`src/rtl/micro_op_queue_pkg.sv`:
```
// Shared micro-op field widths and the queue entry layout, reused by the
// micro-op generator and the micro-op queue.
package micro_op_queue_pkg;

    localparam int MICRO_W    = 8;
    localparam int REG_ADDR_W = 5;
    localparam int IMM_W      = 32;
    localparam int BIT_MODE_W = 2;
    localparam int ADDR_W     = 32;

    typedef struct packed {
        logic [MICRO_W-1:0]    opcode;
        logic [REG_ADDR_W-1:0] reg_addr_d;
        logic [REG_ADDR_W-1:0] reg_addr_s;
        logic [REG_ADDR_W-1:0] reg_addr_t;
        logic [IMM_W-1:0]      immediate;
        logic [BIT_MODE_W-1:0] bit_mode;
        logic                  efl_mode;
        logic [ADDR_W-1:0]     pc;
    } micro_op_entry_t;

endpackage

```
`src/rtl/micro_op_queue.sv`:
```
// Micro-op FIFO between the micro-op generator and the decode phase.
// Head is presented from registered state only; an empty queue shows a NOP bubble.
module micro_op_queue
    import micro_op_queue_pkg::*;
#(
    parameter  int DEPTH = 8,
    localparam int PTR_W = $clog2(DEPTH)
) (
    input  logic                  clk,
    input  logic                  rst,

    input  logic                  enq_valid,
    output logic                  enq_ready,
    input  logic [MICRO_W-1:0]    enq_opcode,
    input  logic [REG_ADDR_W-1:0] enq_reg_addr_d,
    input  logic [REG_ADDR_W-1:0] enq_reg_addr_s,
    input  logic [REG_ADDR_W-1:0] enq_reg_addr_t,
    input  logic [IMM_W-1:0]      enq_immediate,
    input  logic [BIT_MODE_W-1:0] enq_bit_mode,
    input  logic                  enq_efl_mode,
    input  logic [ADDR_W-1:0]     enq_pc,

    output logic                  deq_valid,
    output logic [MICRO_W-1:0]    deq_opcode_head,
    output logic [REG_ADDR_W-1:0] deq_reg_addr_d_head,
    output logic [REG_ADDR_W-1:0] deq_reg_addr_s_head,
    output logic [REG_ADDR_W-1:0] deq_reg_addr_t_head,
    output logic [IMM_W-1:0]      deq_immediate_head,
    output logic [BIT_MODE_W-1:0] deq_bit_mode_head,
    output logic                  deq_efl_mode_head,
    output logic [ADDR_W-1:0]     deq_pc_head,

    input  logic                  stall,
    input  logic                  flush,
    output logic [PTR_W:0]        count
);

    micro_op_entry_t mem [DEPTH];
    micro_op_entry_t enq_entry;
    micro_op_entry_t head;

    logic [PTR_W-1:0] wp;
    logic [PTR_W-1:0] rp;
    logic             enq_fire;
    logic             pop_fire;

    assign enq_ready = (count != (PTR_W+1)'(DEPTH));
    assign deq_valid = (count != '0);

    assign enq_fire = enq_valid & enq_ready & ~flush;
    assign pop_fire = deq_valid & ~stall & ~flush;

    assign enq_entry = '{
        opcode:     enq_opcode,
        reg_addr_d: enq_reg_addr_d,
        reg_addr_s: enq_reg_addr_s,
        reg_addr_t: enq_reg_addr_t,
        immediate:  enq_immediate,
        bit_mode:   enq_bit_mode,
        efl_mode:   enq_efl_mode,
        pc:         enq_pc
    };

    // NOTE: storage has no reset; count gates every read, so stale entries are never visible.
    always_ff @(posedge clk) begin
        if (enq_fire) begin
            mem[wp] <= enq_entry;
        end
    end

    // NOTE: sequential state uses non-blocking assignments so every register samples pre-edge values.
    always_ff @(posedge clk) begin
        if (rst || flush) begin
            wp    <= '0;
            rp    <= '0;
            count <= '0;
        end else begin
            if (enq_fire) begin
                wp <= wp + PTR_W'(1);
            end
            if (pop_fire) begin
                rp <= rp + PTR_W'(1);
            end
            unique case ({enq_fire, pop_fire})
                2'b10:   count <= count + (PTR_W+1)'(1);
                2'b01:   count <= count - (PTR_W+1)'(1);
                default: count <= count;
            endcase
        end
    end

    // Asynchronous read: the decode phase samples the head on the same edge it pops.
    assign head = deq_valid ? mem[rp] : '0;

    assign deq_opcode_head     = head.opcode;
    assign deq_reg_addr_d_head = head.reg_addr_d;
    assign deq_reg_addr_s_head = head.reg_addr_s;
    assign deq_reg_addr_t_head = head.reg_addr_t;
    assign deq_immediate_head  = head.immediate;
    assign deq_bit_mode_head   = head.bit_mode;
    assign deq_efl_mode_head   = head.efl_mode;
    assign deq_pc_head         = head.pc;

endmodule

```
`config.mk`:
```
export PLATFORM = sky130hd
export DESIGN_NAME = micro_op_queue
export DESIGN_NICKNAME = d
export VERILOG_FILES = /design/src/rtl/micro_op_queue_pkg.sv /design/src/rtl/micro_op_queue.sv
export SDC_FILE = /design/constraint.sdc
export NUM_CORES = 1
export LEC_CHECK = 0
export CORE_MARGIN = 2
export CORE_UTILIZATION = 33
export DETAILED_ROUTE_END_ITERATION = 6
export REMOVE_ABC_BUFFERS = 1
export SLEW_MARGIN = 20
export SYNTH_ARGS = -nofsm -noshare
export SYNTH_HDL_FRONTEND = slang
export SYNTH_SLANG_ARGS = --single-unit
```
`constraint.sdc`:
```
create_clock -name clk -period 21.7 [get_ports clk]
set_input_delay 3.255 -clock clk [delete_from_list [all_inputs] [get_ports clk]]
set_output_delay 3.255 -clock clk [all_outputs]
set_load 0.02 [all_outputs]
```
==> results.yml, run 1 <==
global_route:
  grt.met2_usage_pct: 22.92
  gr-usage-met3_pct: 3.208
  grt_max_degree: 68
  overflow: 0
  grt_pass1_vias: 13983
  grt_usage_pct: 13.84
  grt-busiest-layer: "met2"
  use_met1_pct: 18.21
  antenna_found_initial: 12
  grt_pass1_wl_um: 89110
detailed_routing:
  vias: 12779
  drt_iter0_markers: 806
  routed_wl_um: 59830
  drc: 0
  drtPass1Iterations: 7
  ant_nets: 0
  wl_per_cell_um: 22.59
  via_per_inst: 4.826
placement:
  place.gp.congestion: 0.6773
  io_buffers: 190
  placed_area_mm2: 0.03119
  dpl.hpwl_um: 32030
timing:
  hold_viol: 0
  fmax_mhz: 121.9
  worst_pin_slew_ns: 1.063
  period_minus_slack_ns: 8.201
  fin_hold_ws_ns: 0.4974
  rsz0062_at_grt: "no"
  finalClockSkew_ns: 0.01615
  setup_viol: 0
  relSlewSlack_pct: 29.12
  slew_viol_final: 0
  finalCritPeriodShare_pct: 37.79
  finalSetupTns_ns: 0
worst_hold_path:
  hold_depth: 2
  hold_class: "flip-flop to flip-flop"
  min-delay-start: "rp[1]"
pwr:
  p_sw_w: 0.0005730
  p_int_w: 0.002348
  pwr-share-comb_pct: 3.2
  irDropWorstVdd_mv: 0.04623
  p_total_w: 0.002921
  leakage_nw: 10.01
  p_per_area_mw_per_mm2: 86.84
  p_clk_share_pct: 43.0
  power.share.switching_pct: 19.62
  p_seq_share_pct: 53.8
synth:
  synth_area_leaders: "edfxtp_1, mux4_2, mux2i_1"
  ys_ff_latch: 733
  async_reset_ff_share_pct: 0
  ys_seq_area_share_pct: 77.97
  avgSynthCellArea_um2: 22.98
  synthesis.instances: 1221
  yosysWarnings: 0
  syn-cell-area_mm2: 0.02806
  synth_cell_types: 35
  synth_top_area_share_pct: 77.05
  synth_edf_count: 720
  dominantRegCellSynth: "edfxtp_1"
  yosys.area.top_type: "edfxtp_1"
setup_path:
  ff2ff_setup_slack_ns: 17.94
  path_buf_inv: 3
  crit_family: "buffers and inverters"
  end_kind: "output pin"
  arrival_ns: 4.95
  crit_path_frequent_cell: "buf_4"
  worst-r2r-cell-count: 5
  max_stage_delay_ns: 0.93
  cp_slowest_cell: "dfxtp_4"
  critical_path.cell_chain: "buf_4 -> buf_4 -> mux4_2 -> mux2i_1 -> nor2_1 -> clkdlybuf4s50_1"
  required_ns: 18.45
  worstReg2RegStart: "count[1]"
  path_max_fanout: 46
  worst_r2r_endpoint: "mem[7][78]"
  crit_type: "flip-flop to output pin"
  startpoint_type: "flip-flop"
die:
  io_pins: 191
  die_h_um: 295.6
  rows: 106
  dieArea_mm2: 0.08739
  core_mm2: 0.08395
  start_util_pct: 33.43
  die_x_um: 295.6
finish:
  finish.utilization_pct: 40.06
  drive_gt1_share_pct: 21.84
  postLayoutCellArea_mm2: 0.03363
  fillers: 7449
  layout.nets: 1555
  syn_to_final_growth_pct: 19.85
clock_tree:
  cts_buffer_depth: 3
  cts_made_buffers: 79
  path_clk_slew_ns: 0.05
  root_buffer: "clkbuf_16"
  clkLatencyLatePin_ns: 0.60
  cts_setup_buffers: 0
  cts.htree.levels: 3
  cts.hold.buffers_added: 0
  cts_resized: 0
  cts.sinks: 733
  tritoncts: "done"
job:
  maxCapViolations: 0
status:
  status: "finished, final reports clean"
[kinds of logic (layout without fill, tap and decap cells)]
group,after synthesis,after routing,synth area share [%]
other,0,3,0
adders and majority gates,5,5,0.2229
DFF,733,733,77.97
muxes,271,271,17.69
xor gates and xnor gates,7,7,0.2185
buffers and inverters,65,355,1.685
AOI/OAI and AO/OA,9,9,0.1739
and+or+nand+nor,131,131,2.033
[how the worst max path moves through the flow]
stage / end / from / cells past startpoint
final: deq_immediate_head[15] / flip-flop / 6
after global routing: deq_immediate_head[15] / flip-flop / 6
after CTS: deq_immediate_head[15] / flip-flop / 6
after detailed placement: deq_immediate_head[15] / flip-flop / 6
after global placement: deq_immediate_head[15] / flip-flop / 6
after floorplan: deq_bit_mode_head[0] / flip-flop / 3
[cell usage after synthesis, types with 4 or more instances]
library cell / number
buf_2: 32
nor2_1: 106
mux2i_1: 91
a21oi_1: 4
xor2_1: 5
mux4_2: 180
ha_1: 5
dfxtp_1: 13
buf_12: 10
nand2_1: 4
edfxtp_1: 720
clkbuf_1: 19
[layout make-up]
type	instances	area [um2]	share of cell area [%]
timing repair buffer	217	2137	6.354
tap	1134	1419	4.219
clock inverter	42	331.6	0.9858
clock buffer	95	2079	6.183
inverter	1	3.754	0.01116
multi-input combinational	423	5763	17.13
antenna	3	7.507	0.02232
sequential	733	21890	65.09
[power by group through the flow]
stage / registers [W] / clock network (W) / logic [W]
2_1_floorplan: 0.00160 / 0 / 0.0000389
3_3_place_gp: 0.00160 / 0 / 0.0000934
3_5_place_dp: 0.00160 / 0 / 0.0000961
4_1_cts: 0.00157 / 0.00129 / 0.0000965
5_1_grt: 0.00157 / 0.00135 / 0.000103
6_report: 0.00157 / 0.00126 / 0.0000944
[worst reg2reg max path, delay by kind of cell, from the launching register on]
kind / cells / cell delay [ns]
AND/OR/NAND/NOR: 3 / 1.36
buffers and inverters: 2 / 1.48
flip-flops: 1 / 0.53
[registers in the layout, indices dropped and copies added (netlist names), named ones only]
name / cells
count: 4
mem: 720
rp: 3
wp: 3
[cell usage in the layout, fill, tap and decap left out, types with 4 or more instances in the layout]
master           count
mux2i_1             91
edfxtp_1           720
nand2_1              4
nor2_1             100
buf_4               25
clkinv_1            15
clkbuf_16           81
bufinv_16            5
clkbuf_1            14
a21oi_1              4
xor2_1               5
nor2_4               6
ha_1                 5
clkdlybuf4s50_1    190
dfxtp_1             10
mux4_2             180
clkinv_2            17
[metal layers]
metal / part of all wire [%] / vias to the layer above
met5: 0.21 / -
met4: 1.9 / 20
met3: 5.1 / 107
met2: 49 / 257
met1: 44 / 6839
li1: - / 5556
[stage by stage]
stage	cells	setup slack, ns
global placement	2506	13.88
global route	2645	12.95
detailed placement	2507	13.83
floorplan	1157	9.874
finish	2648	13.50
CTS	2644	13.15
(Power assumes the default switching activity.)
==> inputs of run 2 (changes only) <==
==> constraint.sdc (replaced) <==
create_clock -name clk -period 8.45 [get_ports clk]
set_input_delay 1.2675 -clock clk [delete_from_list [all_inputs] [get_ports clk]]
set_output_delay 1.2675 -clock clk [all_outputs]
set_load 0.02 [all_outputs]
==> run 2 against run 1 <==
Flip-flop and latch count unchanged. Cell area increased by 0.17%. Clock power increased to 2.6 times the previous value. Critical path type unchanged.
==> results.yml, run 2 (synthesized netlist as in run 1, its figures left out) <==
pwr:
  leakage_nw: 10.03
  p_sw_w: 0.001517
  irDropWorstVdd_mv: 0.1177
  power.share.switching_pct: 20.04
  p_per_area_mw_per_mm2: 224.7
  pwr-share-comb_pct: 3.2
  p_seq_share_pct: 53.3
  p_clk_share_pct: 43.5
  p_int_w: 0.006054
clock_tree:
  cts.htree.levels: 3
  cts_made_buffers: 79
  cts_setup_buffers: 0
  cts_resized: 0
  clkLatencyLatePin_ns: 0.61
  path_clk_slew_ns: 0.06
  tritoncts: "done"
  cts.sinks: 733
  root_buffer: "clkbuf_16"
  cts_buffer_depth: 3
  cts.hold.buffers_added: 0
setup_path:
  max_stage_delay_ns: 0.77
  crit_path_frequent_cell: "buf_4"
  cp_slowest_cell: "buf_4"
  startpoint_type: "flip-flop"
  critical_path.cell_chain: "buf_4 -> buf_4 -> mux4_2 -> mux2i_1 -> nor2_1 -> clkdlybuf4s50_1"
  arrival_ns: 3.94
  crit_type: "flip-flop to output pin"
  end_kind: "output pin"
  path_max_fanout: 57
  required_ns: 7.18
timing:
  fin_ws_ns: 3.247
  worst_pin_slew_ns: 1.068
  hold_viol: 0
  relSlewSlack_pct: 28.77
  period_minus_slack_ns: 5.203
  finalCritPeriodShare_pct: 61.58
  setup_viol: 0
  fmax_mhz: 192.2
  slew_viol_final: 0
  finalClockSkew_ns: 0.01672
  rsz0062_at_grt: "no"
  fin_hold_ws_ns: 0.5140
detailed_routing:
  routed_wl_um: 58680
  drtPass1Iterations: 5
  wl_per_cell_um: 22.12
  vias: 12741
  drc: 0
  drt_iter0_markers: 956
  via_per_inst: 4.802
  ant_nets: 0
placement:
  dp.cells: 2507
  io_buffers: 190
  dpl.hpwl_um: 30820
  placed_area_mm2: 0.03119
  place.gp.congestion: 0.6586
  post-place-ws_ns: 3.850
finish:
  regArea_mm2: 0.02189
  finish.utilization_pct: 40.13
  fillers: 7426
  layout.nets: 1554
  final_cell_mix: "edfxtp_1, clkdlybuf4s50_1, mux4_2"
  top_register: "mem"
  multi_input_area_mm2: 0.005763
  final_common_cell: "edfxtp_1"
  largest_reg_flops: 720
  final_cells: 2653
  postLayoutCellArea_mm2: 0.03369
  reg_top3: "mem x720, count x4"
  syn_to_final_growth_pct: 20.06
  drive_gt1_share_pct: 21.82
job:
  maxCapViolations: 0
die:
  start_util_pct: 33.43
  io_pins: 191
  die_x_um: 295.6
  die_h_um: 295.6
  core_mm2: 0.08395
  dieArea_mm2: 0.08739
  rows: 106
global_route:
  antenna_found_initial: 6
  grt_pass1_vias: 13899
  grt_usage_pct: 13.57
  grt_pass1_wl_um: 87280
  grt_max_degree: 97
  overflow: 0
worst_hold_path:
  hold_class: "flip-flop to flip-flop"
status:
  status: "finished, final reports clean"
## run 2: worst max-delay path, delay by kind of cell, from the launching register on
kind | cells | cell delay (ns)
flip-flops | 1 | 0.49
AND/OR/NAND/NOR | 1 | 0.28
buffers and inverters | 3 | 2.12
multiplexers | 2 | 0.40
## run 2: final cells by class
| class | instances | share of cell area, % |
|---|---|---|
| Sequential cell | 733 | 64.98 |
| Inverter | 1 | 0.01114 |
| Timing Repair Buffer | 216 | 6.261 |
| Clock buffer | 98 | 6.205 |
| Clock inverter | 46 | 1.214 |
| Tap cell | 1134 | 4.211 |
| Antenna cell | 2 | 0.01485 |
| Multi-Input combinational cell | 423 | 17.10 |
## run 2: routing by layer
layer | GRT usage (%) | part of all wire [%] | vias up
li1 | - | - | 5564
met1 | 18.25 | 44 | 6800
met2 | 22.05 | 48 | 282
met3 | 3.335 | 5.4 | 83
met4 | 3.665 | 1.7 | 12
met5 | 0 | 0.15 | -
## run 2: power by group through the flow
stage               Sequential [W]  Combinational, W  Clock [W]
floorplan                  0.00412         0.0000999          0
global placement           0.00411          0.000239          0
detailed placement         0.00411          0.000245          0
CTS                        0.00403          0.000247    0.00339
global route               0.00403          0.000263    0.00354
finish                     0.00403          0.000242    0.00330
## run 2: worst paths after layout
path | cells past startpoint | slack, ns | startpoint | endpoint
setup / recovery | 6 | 3.25 | flip-flop | deq_immediate_head[22]
hold / removal | 2 | 0.51 | rp[2] | flip-flop
setup reg to reg | 6 | 5.03 | count[1] | mem[0][47]
hold reg to reg | 2 | 0.51 | rp[2] | flip-flop
## run 2: per-stage QoR
stage	TNS (ns)	total power, W
finish	0	0.007571
detailed placement	0	0.004354
floorplan	-124.96	0.004218
global route	0	0.007836
CTS	0	0.007673
global placement	0	0.004346
